## src/rtl/calc_core.sv

```systemverilog
// rtl/calc_core.sv - four-function BCD calculator engine: digit entry, binary arithmetic, BCD display
module calc_core #(
    parameter int DIGITS = 4,
    parameter int WIDTH  = 14
) (
    input  logic                clk,
    input  logic                rst,
    input  logic [3:0]          num_val,
    input  logic [1:0]          op_val,
    input  logic                is_num,
    input  logic                is_op,
    input  logic                is_eq,
    output logic [4*DIGITS-1:0] data_out_bcd,
    output logic                busy,
    output logic                err
);

    localparam int BW = 4 * DIGITS;
    localparam int CW = $clog2(WIDTH + 1);
    localparam int NW = $clog2(DIGITS + 1);
    localparam logic [2*WIDTH-1:0] MAXV = (2*WIDTH)'(10**DIGITS - 1);

    localparam logic [2:0] S_A   = 3'd0;
    localparam logic [2:0] S_B   = 3'd1;
    localparam logic [2:0] S_RES = 3'd2;
    localparam logic [2:0] S_ERR = 3'd3;
    localparam logic [2:0] CVT_A = 3'd4;
    localparam logic [2:0] CVT_B = 3'd5;
    localparam logic [2:0] EXEC  = 3'd6;
    localparam logic [2:0] CONV  = 3'd7;

    localparam logic [1:0] OP_ADD = 2'b00;
    localparam logic [1:0] OP_SUB = 2'b01;
    localparam logic [1:0] OP_MUL = 2'b10;

    logic [2:0]         r_state;
    logic               r_num_q, r_op_q, r_eq_q;
    logic               r_ev_num, r_ev_op, r_ev_eq;
    logic [3:0]         r_ev_digit;
    logic [1:0]         r_ev_opv;
    logic [BW-1:0]      r_disp;
    logic [NW-1:0]      r_ndig;
    logic [1:0]         r_op, r_next_op;
    logic               r_chain;
    logic [BW-1:0]      r_cvt;
    logic [WIDTH-1:0]   r_acc;
    logic [CW-1:0]      r_cnt;
    logic [WIDTH-1:0]   r_a, r_b, r_res, r_bin, r_rem, r_quo;
    logic [2*WIDTH-1:0] r_mc, r_prod;
    logic [BW-1:0]      r_bcd;
    logic               r_err;

    logic               w_num_edge, w_op_edge, w_eq_edge;
    logic [BW-1:0]      w_first, w_digit_in, w_bcd_nxt;
    logic               w_room, w_last_cvt, w_last;
    logic [WIDTH-1:0]   w_acc_nxt, w_diff, w_quo_nxt, w_rem_nxt, w_res;
    logic [WIDTH:0]     w_sum, w_rem_sh, w_trial;
    logic [2*WIDTH-1:0] w_prod_nxt;
    logic               w_done, w_fail;

    assign w_num_edge = is_num & ~r_num_q;
    assign w_op_edge  = is_op & ~r_op_q;
    assign w_eq_edge  = is_eq & ~r_eq_q;

    assign w_first    = {{(BW-4){1'b0}}, r_ev_digit};
    assign w_digit_in = (r_ndig == '0) ? w_first : {r_disp[BW-5:0], r_ev_digit};
    assign w_room     = (r_ndig < NW'(DIGITS));
    assign w_last_cvt = (r_cnt == CW'(DIGITS - 1));
    assign w_last     = (r_cnt == CW'(WIDTH - 1));

    assign w_acc_nxt  = r_acc * WIDTH'(10) + WIDTH'(r_cvt[BW-1 -: 4]);
    assign w_sum      = {1'b0, r_a} + {1'b0, r_b};
    assign w_diff     = r_a - r_b;
    assign w_prod_nxt = r_prod + (r_b[0] ? r_mc : '0);

    // Restoring division step: remainder never exceeds the divisor, so WIDTH bits hold it.
    assign w_rem_sh   = {r_rem, r_quo[WIDTH-1]};
    assign w_trial    = w_rem_sh - {1'b0, r_b};
    assign w_rem_nxt  = w_trial[WIDTH] ? w_rem_sh[WIDTH-1:0] : w_trial[WIDTH-1:0];
    assign w_quo_nxt  = {r_quo[WIDTH-2:0], ~w_trial[WIDTH]};

    // Double dabble: add-3-then-shift is folded into shift-then-add-6 per nibble.
    always_comb begin
        w_bcd_nxt = {r_bcd[BW-2:0], r_bin[WIDTH-1]};
        for (int i = 0; i < DIGITS; i++) begin
            if (r_bcd[4*i +: 4] >= 4'd5) w_bcd_nxt = w_bcd_nxt + (BW'(6) << (4*i));
        end
    end

    always_comb begin
        w_done = 1'b0;
        w_fail = 1'b0;
        w_res  = '0;
        case (r_op)
            OP_ADD: begin w_done = 1'b1; w_fail = (w_sum > MAXV[WIDTH:0]); w_res = w_sum[WIDTH-1:0]; end
            OP_SUB: begin w_done = 1'b1; w_fail = (r_a < r_b); w_res = w_diff; end
            OP_MUL: begin w_done = w_last; w_fail = w_last && (w_prod_nxt > MAXV); w_res = w_prod_nxt[WIDTH-1:0]; end
            default: begin w_done = w_last; w_fail = (r_b == '0); w_res = w_quo_nxt; end
        endcase
    end

    always_ff @(posedge clk or negedge rst) begin
        if (!rst) begin
            r_state <= S_A;
            r_num_q <= 1'b0; r_op_q <= 1'b0; r_eq_q <= 1'b0;
            r_ev_num <= 1'b0; r_ev_op <= 1'b0; r_ev_eq <= 1'b0;
            r_ev_digit <= '0; r_ev_opv <= '0;
            r_disp <= '0; r_ndig <= '0; r_op <= '0; r_next_op <= '0; r_chain <= 1'b0;
            r_cvt <= '0; r_acc <= '0; r_cnt <= '0;
            r_a <= '0; r_b <= '0; r_res <= '0; r_bin <= '0; r_rem <= '0; r_quo <= '0;
            r_mc <= '0; r_prod <= '0; r_bcd <= '0; r_err <= 1'b0;
        end else begin
            r_num_q    <= is_num;
            r_op_q     <= is_op;
            r_eq_q     <= is_eq;
            r_ev_eq    <= w_eq_edge;
            r_ev_op    <= w_op_edge & ~w_eq_edge;
            r_ev_num   <= w_num_edge & ~w_eq_edge & ~w_op_edge & (num_val <= 4'd9);
            r_ev_digit <= num_val;
            r_ev_opv   <= op_val;

            case (r_state)
                S_A: begin
                    if (r_ev_op) begin
                        r_op <= r_ev_opv; r_cvt <= r_disp; r_acc <= '0; r_cnt <= '0; r_state <= CVT_A;
                    end else if (r_ev_num && w_room) begin
                        r_disp <= w_digit_in; r_ndig <= r_ndig + 1'b1;
                    end
                end
                S_B: begin
                    if (r_ev_eq) begin
                        if (r_ndig != '0) begin
                            r_chain <= 1'b0; r_cvt <= r_disp; r_acc <= '0; r_cnt <= '0; r_state <= CVT_B;
                        end
                    end else if (r_ev_op) begin
                        if (r_ndig == '0) begin
                            r_op <= r_ev_opv;
                        end else begin
                            r_chain <= 1'b1; r_next_op <= r_ev_opv;
                            r_cvt <= r_disp; r_acc <= '0; r_cnt <= '0; r_state <= CVT_B;
                        end
                    end else if (r_ev_num && w_room) begin
                        r_disp <= w_digit_in; r_ndig <= r_ndig + 1'b1;
                    end
                end
                CVT_A, CVT_B: begin
                    r_acc <= w_acc_nxt;
                    r_cvt <= r_cvt << 4;
                    r_cnt <= r_cnt + 1'b1;
                    if (w_last_cvt) begin
                        r_cnt <= '0;
                        if (r_state == CVT_A) begin
                            r_a <= w_acc_nxt; r_ndig <= '0; r_state <= S_B;
                        end else begin
                            r_b <= w_acc_nxt; r_mc <= {{WIDTH{1'b0}}, r_a}; r_prod <= '0;
                            r_rem <= '0; r_quo <= r_a; r_state <= EXEC;
                        end
                    end
                end
                EXEC: begin
                    r_cnt <= r_cnt + 1'b1;
                    if (r_op == OP_MUL) begin
                        r_prod <= w_prod_nxt; r_mc <= r_mc << 1; r_b <= r_b >> 1;
                    end else if (r_op != OP_ADD && r_op != OP_SUB) begin
                        r_rem <= w_rem_nxt; r_quo <= w_quo_nxt;
                    end
                    if (w_fail) begin
                        r_disp <= {DIGITS{4'hE}}; r_err <= 1'b1; r_state <= S_ERR;
                    end else if (w_done) begin
                        r_res <= w_res; r_bin <= w_res; r_bcd <= '0; r_cnt <= '0; r_state <= CONV;
                    end
                end
                CONV: begin
                    r_bcd <= w_bcd_nxt;
                    r_bin <= r_bin << 1;
                    r_cnt <= r_cnt + 1'b1;
                    if (w_last) begin
                        r_disp <= w_bcd_nxt;
                        r_cnt  <= '0;
                        if (r_chain) begin
                            r_a <= r_res; r_op <= r_next_op; r_ndig <= '0; r_state <= S_B;
                        end else begin
                            r_state <= S_RES;
                        end
                    end
                end
                S_RES: begin
                    if (r_ev_num) begin
                        r_disp <= w_first; r_ndig <= NW'(1); r_state <= S_A;
                    end else if (r_ev_op) begin
                        r_a <= r_res; r_op <= r_ev_opv; r_ndig <= '0; r_state <= S_B;
                    end
                end
                default: begin
                    if (r_ev_num) begin
                        r_disp <= w_first; r_ndig <= NW'(1); r_err <= 1'b0; r_state <= S_A;
                    end
                end
            endcase
        end
    end

    assign data_out_bcd = r_disp;
    assign busy         = (r_state == CVT_A) || (r_state == CVT_B) || (r_state == EXEC) || (r_state == CONV);
    assign err          = r_err;

endmodule

```

## config.mk

```make
export PLATFORM = sky130hd
export DESIGN_NAME = calc_core
export DESIGN_NICKNAME = d
export VERILOG_FILES = /design/src/rtl/calc_core.sv
export SDC_FILE = /design/constraint.sdc
export NUM_CORES = 1
export LEC_CHECK = 0
export CAP_MARGIN = 20
export CORE_ASPECT_RATIO = 0.6
export CORE_MARGIN = 3
export CORE_UTILIZATION = 65
export DETAILED_ROUTE_END_ITERATION = 16
export PLACE_DENSITY = 0.92
export SYNTH_ARGS = -nofsm -noshare
export SYNTH_HDL_FRONTEND = slang
export SYNTH_SLANG_ARGS = --single-unit
```

## constraint.sdc

```tcl
create_clock -name clk -period 10.8 [get_ports clk]
set_input_delay 2.16 -clock clk [delete_from_list [all_inputs] [get_ports clk]]
set_output_delay 2.16 -clock clk [all_outputs]
set_load 0.01 [all_outputs]
```

==> reports/qor.yml, run 1 <==
synth_nets: 1775
skew_ns: 0.0269
antenna_found_initial: 0
dp_hpwl_um: 30600
grt_pass1_vias: 13100
finalWirelength_um: 43600
status: "completed"
yosysMostFrequentCell: "dfrtp_1"
synth-edff-count: 0
io_pins: 29
setup_viol: 0
portBuffers: 28
power_leakage_uw: 0.00783
grt_pass1_wl_um: 71200
cp.required_ns: 11.22
synthCells: 1658
synth_top_area_share_pct: 37.3
rsz0062_at_grt: "no"
cts_hold_buf: 0
p_sw_share_pct: 47.5
gp_congestion: 0.980
rows: 42
drc: 0
crit_fanout: 33
synth_cell_types: 87
p_sw_uw: 2400
cts_setup_buffers: 0
slew_viol_final: 0
clkPwrFrac_pct: 15.3
grt-ovfl-total: 0
ant_nets: 0
p_int_uw: 2660
die_x_um: 204
cts-resized-gates: 0
coreArea_sq_um: 22600
tightest_slew_ns: 1.06
seq_area_frac_synth_pct: 37.3
fin_crit_ns: 5.40
drtIter0Drc: 1890
rrSetupSlack_ns: 5.40
ys_warn_count: 0
nets: 1758
cts_tree: "done"
drt_first_pass_iters: 9
fmaxAchievable_mhz: 185
path_clk_slew_ns: 0.07
avgSynthCellArea_sq_um: 9.25
power.density_nw_per_um2: 306
fin_crit_sh_pct: 50.0
cp-end-kind: "flip-flop"
yosys-top-cells-area: "dfrtp_1, ha_1, a22o_1"
clk_path_buf_depth: 3
grt_max_degree: 87
synth_seq_cells: 229
critPathLaunchType: "flip-flop"
initial_core_util_pct: 67.9
grt_use_total_pct: 34.2
numCtsBuffers: 23
syn_area_sq_um: 15300
slowest_delay_ns: 0.99
ir_worst_vdd_mv: 0.237
die_area_sq_um: 25500
seqPwrFrac_pct: 28.7
ys_top_cells_by_count: "dfrtp_1, nand2_1, o21ai_0"
hold_path_class: "reg2reg"
cts_root_buffer: "clkbuf_16"
clock_latency_ns: 0.55
critPathKind: "reg2reg"
arrival_ns: 5.82
maxCapViolCount: 0
synth_area_leader_cell: "dfrtp_1"
cp_slowest_cell: "dfrtp_1"
pwr-share-comb_pct: 56.0
cts_max_level: 1
post_drt_wl_per_cell_um: 22.2
area_delta_synth_final_pct: 7.78
finalHoldViolations: 0
slew_headroom_pct: 29.6
routed-via-count: 13700
die_h_um: 125
fin_util_pct: 73.2
drive_gt1_share_pct: 6.28
n_antenna_cell: 0
fin_tns_setup_ns: 0
ys_async_sr_fraction_pct: 100
clock-sinks: 229
synthFlopType: "dfrtp_1"
crit_chain: "and2_1 > ha_1 > a21oi_1 > o21ai_1 > o21ai_0 > nand3_1 > xor2_1 > nor4_1 > a31oi_4 > nor2_1 > a21o_1 > mux2_2"
drt-vias-per-instance: 7.00
## per-layer routing
metal	vias to the layer above	GRT usage [%]	wire, um	part of all wire (%)
li1	6046	-	-	-
met1	6684	52.8	19100	44
met2	878	47.3	17800	41
met3	135	10.3	5690	13
met4	0	8.12	1110	2.5
met5	-	0	0	0
## cell type report
cell class	count	area [sq um]
clock inverter	10	75.1
fill	1566	6060
inverter	92	345
sequential	229	5730
multi-input combinational	1249	8930
tap	308	385
timing repair buffer	46	440
clock buffer	29	628
## kinds of logic after synthesis
logic type | after synthesis | share of synthesized area, %
compound gates | 524 | 24.3
simple gates | 467 | 15.1
flops | 229 | 37.3
buf+inv | 180 | 4.63
fa+ha+maj | 106 | 8.94
xor+xnor | 93 | 5.40
mux | 59 | 4.24
## cells in the final DEF (no fill, tap or decap), types with 10 or more instances in the layout
| cell type | count |
|---|---|
| and3_1 | 12 |
| inv_1 | 90 |
| xor2_1 | 27 |
| mux2_2 | 18 |
| a222oi_1 | 13 |
| nand2b_1 | 21 |
| a211oi_1 | 10 |
| a21oi_1 | 87 |
| ha_1 | 100 |
| nand2_1 | 148 |
| nand3_1 | 27 |
| nor3_1 | 33 |
| a21o_1 | 31 |
| o21a_1 | 10 |
| o31ai_1 | 10 |
| o21ai_0 | 107 |
| nor3b_1 | 10 |
| and2_1 | 44 |
| a22o_1 | 67 |
| xnor2_1 | 64 |
| a31oi_1 | 31 |
| nor4_1 | 11 |
| o21bai_1 | 11 |
| mux2i_1 | 38 |
| dfrtp_1 | 229 |
| buf_4 | 16 |
| a221o_1 | 33 |
| o211ai_1 | 16 |
| nand4_1 | 13 |
| nor2_1 | 100 |
| clkdlybuf4s50_1 | 27 |
| clkbuf_16 | 23 |
| nor2b_1 | 15 |
## metrics by stage
stage                     setup WS (ns)  instances  instance area (sq um)  hold slack (ns)  total power (uW)
after CTS                          5.39       1961                  16500            0.419              4950
after detailed placement           5.44       1922                  15800            0.421              4140
after floorplan                    6.47       1658                  15300            0.399              3340
final                              5.40       1963                  16500            0.416              5060
after global routing               5.17       1963                  16500            0.427              5370
after global placement             5.61       1922                  15800            0.411              4020
## final timing paths
| path | start | endpoint | cells after the start |
|---|---|---|---|
| min | r_eq_q | r_ev_eq | 1 |
| min in group asynchronous | rst | r_prod[21] | 1 |
| max reg2reg | r_b[0] | data_out_bcd[3] | 12 |
| max | r_b[0] | data_out_bcd[3] | 12 |
| min reg2reg | r_eq_q | r_ev_eq | 1 |
| max in group asynchronous | rst | data_out_bcd[3] | 3 |
## flip-flops by register name, indices dropped and copies added, names as in the netlist, 13 cells and up
register,cells
r_a,14
r_acc,13
r_b,14
r_quo,14
r_res,14
r_mc,28
r_cvt,16
r_rem,14
r_bcd,16
r_bin,14
r_prod,28
data_out_bcd,16
## worst max-delay path: cells and delay by family, from the launching register on
kind,cells,cell delay (ns)
xor gates and xnor gates,1,0.22
muxes,1,0.41
adders and majority gates,1,0.33
AOI/OAI and AO/OA,5,2.08
DFF,1,0.99
and+or+nand+nor,4,1.23
## power groups by stage
stage	clock network, uW	logic, uW	registers, uW
2_1_floorplan	0	2040	1300
3_3_place_gp	0	2590	1420
3_5_place_dp	0	2700	1440
4_1_cts	776	2750	1430
5_1_grt	811	3090	1480
6_report	773	2830	1450
(Power assumes the default switching activity.)
==> run 2, diff against run 1 <==
CORE_UTILIZATION = 64   (was 65)
PLACE_DENSITY = 0.91   (was 0.92)
clock period = 5.5 ns   (was 10.8 ns; I/O delays follow)
==> run 2 against run 1 <==
  * Final cell count is 0.61% higher
  * Register-to-register slack worse by 4.9 ns
  * Critical endpoint is now r_bin[13]
  * Non-clock buffer count is 4 higher
==> reports/qor.yml, run 2 (synthesized netlist as in run 1, its figures left out) <==
status: "completed"
reg_top3: "r_mc: 28 flops, r_prod: 28 flops"
drive_gt1_share_pct: 6.75  # +0.46 points
rows: 43  # +2.4%
fin_util_pct: 71.4  # -1.8 points
ff2ff_path_depth: 14  # +2
skew_ns: 0.0318  # +0.00496 ns
fin_crit_ns: 5.00  # -0.394 ns
power_leakage_uw: 0.00789  # +0.85%
clock_latency_ns: 0.56  # about the same
antenna_found_initial: 0  # unchanged
path_common_cell: "buf_4"
worstHoldStart: "r_eq_q"
drtIter0Drc: 1937  # +2.5%
cts_hold_buf: 0  # unchanged
cts_root_buffer: "clkbuf_16"
maxCapViolCount: 0  # unchanged
cp.required_ns: 5.93  # -5.29 ns
drt-vias-per-instance: 6.90  # -1.4%
path_clk_slew_ns: 0.07  # about the same
crit_chain: "buf_4 > and2_1 > ha_1 > a21oi_1 > o21ai_1 > o21ai_0 > nand3_1 > xor2_1 > nor4_1 > a31oi_4 > nor3_4 > o21ai_2 > buf_4 > a221o_1"
arrival_ns: 5.44  # -0.38 ns
cp-end-kind: "flip-flop"
grt-ovfl-total: 0  # unchanged
post_drt_wl_per_cell_um: 22.1  # -0.75%
whs_path_depth: 1  # unchanged
io_pins: 29  # unchanged
final_cell_mix: "dfrtp_1, nand2_1, o21ai_0, nor2_1, ha_1"
n_fill_cell: 1669  # +6.6%
crit_fanout: 26  # -21%
grt_pass1_vias: 12700  # -2.7%
initial_core_util_pct: 65.7  # -2.2 points
clk_path_buf_depth: 3  # unchanged
critPathKind: "reg2reg"
rrSetupSlack_ns: 0.50  # -4.91 ns
final_common_cell: "dfrtp_1"
grt_use_total_pct: 33.6  # -0.62 points
place_ws_ns: 0.732  # -4.71 ns
coreArea_sq_um: 23300  # +3.3%
portBuffers: 28  # unchanged
die_h_um: 126  # +0.74%
ant_nets: 0  # unchanged
gp_congestion: 0.993  # +1.3%
r2r-end: "r_bin[13]"
critPathLaunchType: "flip-flop"
slew_headroom_pct: 29.4  # -0.21 points
hold_path_class: "reg2reg"
holdPathEnd: "r_ev_eq"
fin_crit_sh_pct: 91.0  # +41 points
cts-resized-gates: 0  # unchanged
power.density_nw_per_um2: 608  # +99%
drc: 0  # unchanged
clock-sinks: 229  # unchanged
nets: 1761  # +0.17%
fmaxAchievable_mhz: 200  # +7.9%
ir_worst_vdd_mv: 0.433  # +83%
fin_tns_setup_ns: 0  # unchanged
die_x_um: 206  # +0.75%
dp_hpwl_um: 30800  # +0.47%
n_antenna_cell: 0  # unchanged
routed-via-count: 13600  # -0.84%
numCtsBuffers: 22  # -4.3%
cts_setup_buffers: 0  # unchanged
grt_pass1_wl_um: 70300  # -1.3%
finalWirelength_um: 43600  # -0.14%
tightest_slew_ns: 1.06  # +0.00309 ns
grt_max_degree: 134  # +54%
setup_viol: 0  # unchanged
slowest_delay_ns: 0.63  # -0.36 ns
regArea_sq_um: 5730  # unchanged
layout_setup_ws_ns: 0.496  # -4.91 ns
die_area_sq_um: 25900  # +1.5%
slew_viol_final: 0  # unchanged
r2r-start: "r_b[0]"
cts_tree: "done"
rsz0062_at_grt: "no"
cp_slowest_cell: "o21ai_0"
cts_max_level: 1  # unchanged
drt_first_pass_iters: 10  # +1
area_delta_synth_final_pct: 8.69
finalHoldViolations: 0  # unchanged
multiInputGateArea_sq_um: 8930  # unchanged
-- run 2: cell types whose count changed in the layout (fill, tap and decap cells not counted), sizes merged --
cell    before  now
clkinv       9    7
bufinv       0    4
inv         92   94
buf         19   23
clkbuf      29   26
-- run 2: critical path: cells and delay by family (launching register included) --
kind | cells | cell delay [ns]
compound gates | 6 | 2.03
xor+xnor | 1 | 0.20
flops | 1 | 0.46
fa+ha+maj | 1 | 0.31
buf+inv | 2 | 0.64
simple gates | 4 | 1.24
-- run 2: how the worst max path moves through the flow --
stage | start | endpoint | slack (ns) | depth (start not counted)
after floorplan | r_bcd[0] | data_out_bcd[15] | 1.17 | 24
after global placement | r_b[0] | r_bin[6] | 0.87 | 15
after detailed placement | r_bcd[0] | data_out_bcd[15] | 0.73 | 22
after CTS | r_bcd[0] | data_out_bcd[15] | 0.68 | 22
after global routing | r_bcd[0] | data_out_bcd[15] | 0.24 | 22
final | r_b[0] | r_bin[13] | 0.50 | 14
-- run 2: area by class of cell --
cell class	instances	share of cell area [%]
timing repair buffer	50	2.70
clock inverter	14	1.31
clock buffer	26	3.63
sequential	229	34.4
multi-input combinational	1249	53.6
tap	315	2.36
inverter	92	2.07
-- run 2: per-stage QoR --
stage / hold slack, ns / instance area [sq um] / instances / power [uW]
floorplan: 0.399 / 15300 / 1658 / 6560
global placement: 0.414 / 15900 / 1935 / 7940
detailed placement: 0.424 / 15900 / 1935 / 8140
CTS: 0.430 / 16700 / 1975 / 9960
global route: 0.446 / 16700 / 1975 / 10800
finish: 0.426 / 16700 / 1975 / 10100
-- run 2: power by group --
part / total (uW) / internal [uW] / switching [uW]
clock network: 1740 / 997 / 738
registers: 2840 / 2200 / 637
logic: 5570 / 2220 / 3340
total: 10100 / 5430 / 4720
-- run 2: routing by layer --
layer / track usage (%) / share of wire [%] / up-vias
met4: 6.58 / 1.8 / 0
met5: 0 / 0 / -
li1: - / - / 6061
met3: 9.02 / 13 / 84
met2: 47.0 / 41 / 898
met1: 52.6 / 44 / 6584
==> RTL change: new RTL, config.mk and constraints of run 2 <==
Compare `r_cnt` against `CW'(DIGITS - 1)` with >= in place of ==.
--- a/src/rtl/calc_core.sv
+++ b/src/rtl/calc_core.sv
@@ -65,7 +65,7 @@
     assign w_first    = {{(BW-4){1'b0}}, r_ev_digit};
     assign w_digit_in = (r_ndig == '0) ? w_first : {r_disp[BW-5:0], r_ev_digit};
     assign w_room     = (r_ndig < NW'(DIGITS));
-    assign w_last_cvt = (r_cnt == CW'(DIGITS - 1));
+    assign w_last_cvt = (r_cnt >= CW'(DIGITS - 1));
     assign w_last     = (r_cnt == CW'(WIDTH - 1));
 
     assign w_acc_nxt  = r_acc * WIDTH'(10) + WIDTH'(r_cvt[BW-1 -: 4]);
Formal check against the unedited RTL: same outputs for any inputs over 4 cycles, from zero or initial values and one cycle with rst low; that may be too few to reach the edited logic, so the function may still have changed.
==> RTL change against run 2 <==
Sequential share of layout area decreased by 0.47 points. Total power grew 0.18%. Routed wire length grew 4.4%. Maximum frequency decreased by 0.67%. Worst setup slack lost 34 ps. Core utilization is 0.49 points higher. Critical path depth rose by 6. Global-route usage rose by 0.21 points. Sequential cell count stayed put. Cell area increased by 1.4%. Worst hold slack better by 23 ps. Area after synthesis increased by 1.7%. Critical endpoint is now data_out_bcd[15].
==> RTL change: results (changes against run 2) <==
| Metric | Value |
|---|---|
| Status | finished clean |
| Placed instance area | 16000 sq um (+1.2%) |
| Setup Skew | 15.9 ps (-15.9 ps) |
| FILL cells | 1674 (+0.30%) |
| Synth Area in Compound Gates | 0.247 (+0.00320) |
| Wl on met1 | 19.4 mm (+1.4%) |
| Drt pass-1 iters | 6 (-4) |
| Routed WL | 45.5 mm (+4.4%) |
| Post-synthesis cell type count | 91 (+4.6%) |
| Mux cell area share after synthesis | 0.0338 (-0.00858) |
| Critical Path Max Stage Delay | 600 ps (-30 ps) |
| GR Layer Usage met1 | 0.511 (-0.0152) |
| Sw power | 4.87 mW (+3.2%) |
| Wire length per cell | 22.1 microns (+0.21%) |
| Peak supply drop | 0.419 mV (-3.2%) |
| Slowest CP cell | or4_4 |
| Final instance area | 16900 sq um (+1.4%) |
| Num CTS Buffers | 23 (+4.5%) |
| Pre-CTS setup slack | 568 ps (-164 ps) |
| Sequential area share after synthesis | 0.367 (-0.00641) |
| CP Data Arrival Time | 5470 ps (+30 ps) |
| Routed vias/inst | 6.98 (+1.2%) |
| Post-Syn Area per Cell | 8.92 sq um (-3.7%) |
| CP Max Fanout | 12 (-54%) |
| Routed wl met3 | 6.23 mm (+10%) |
| Global Route Usage Sum | 0.338 (+0.00205) |
| Layout cells sized above 1 | 0.0666 (-0.000880) |
| Number of global-route vias before repair | 13.7k (+7.5%) |
| GPL Wtd Cong | 1.01 (+1.7%) |
| Actual slew at the worst max-slew pin | 1110 ps (+55.3 ps) |
| FF-to-FF path depth | 20 (+6) |
| Syn_nets | 1868 (+5.2%) |
| First-pass GRT wire length | 73.3 mm (+4.3%) |
==> RTL change: changes by cell type in the layout (fill, tap and decap cells not counted), moves of 13 or more <==
cell / delta
nor2_1: +14
o21ai_0: +41
a22oi_1: +27
a222oi_1: -13
a22o_1: -22
a221o_1: -26
inv_1: -24
nand2_1: +53
==> RTL change: area by class of cell <==
class                      instances  area share
sequential                       229       0.339
multi-input combinational       1358       0.546
timing repair buffer              47      0.0275
tap                              315      0.0233
clock inverter                    15      0.0126
clock buffer                      27      0.0367
inverter                          66      0.0147
==> RTL change: path summary, 6_finish.rpt <==
| kind | from | endpoint | slack [ps] |
|---|---|---|---|
| min reg2reg | r_op_q | r_ev_op | 450 |
| max reg2reg | r_bcd[0] | data_out_bcd[15] | 460 |
| min in group asynchronous | rst | r_mc[21] | 590 |
| max in group asynchronous | rst | r_a[11] | 3760 |
| max | r_bcd[0] | data_out_bcd[15] | 460 |
| min | r_op_q | r_ev_op | 450 |
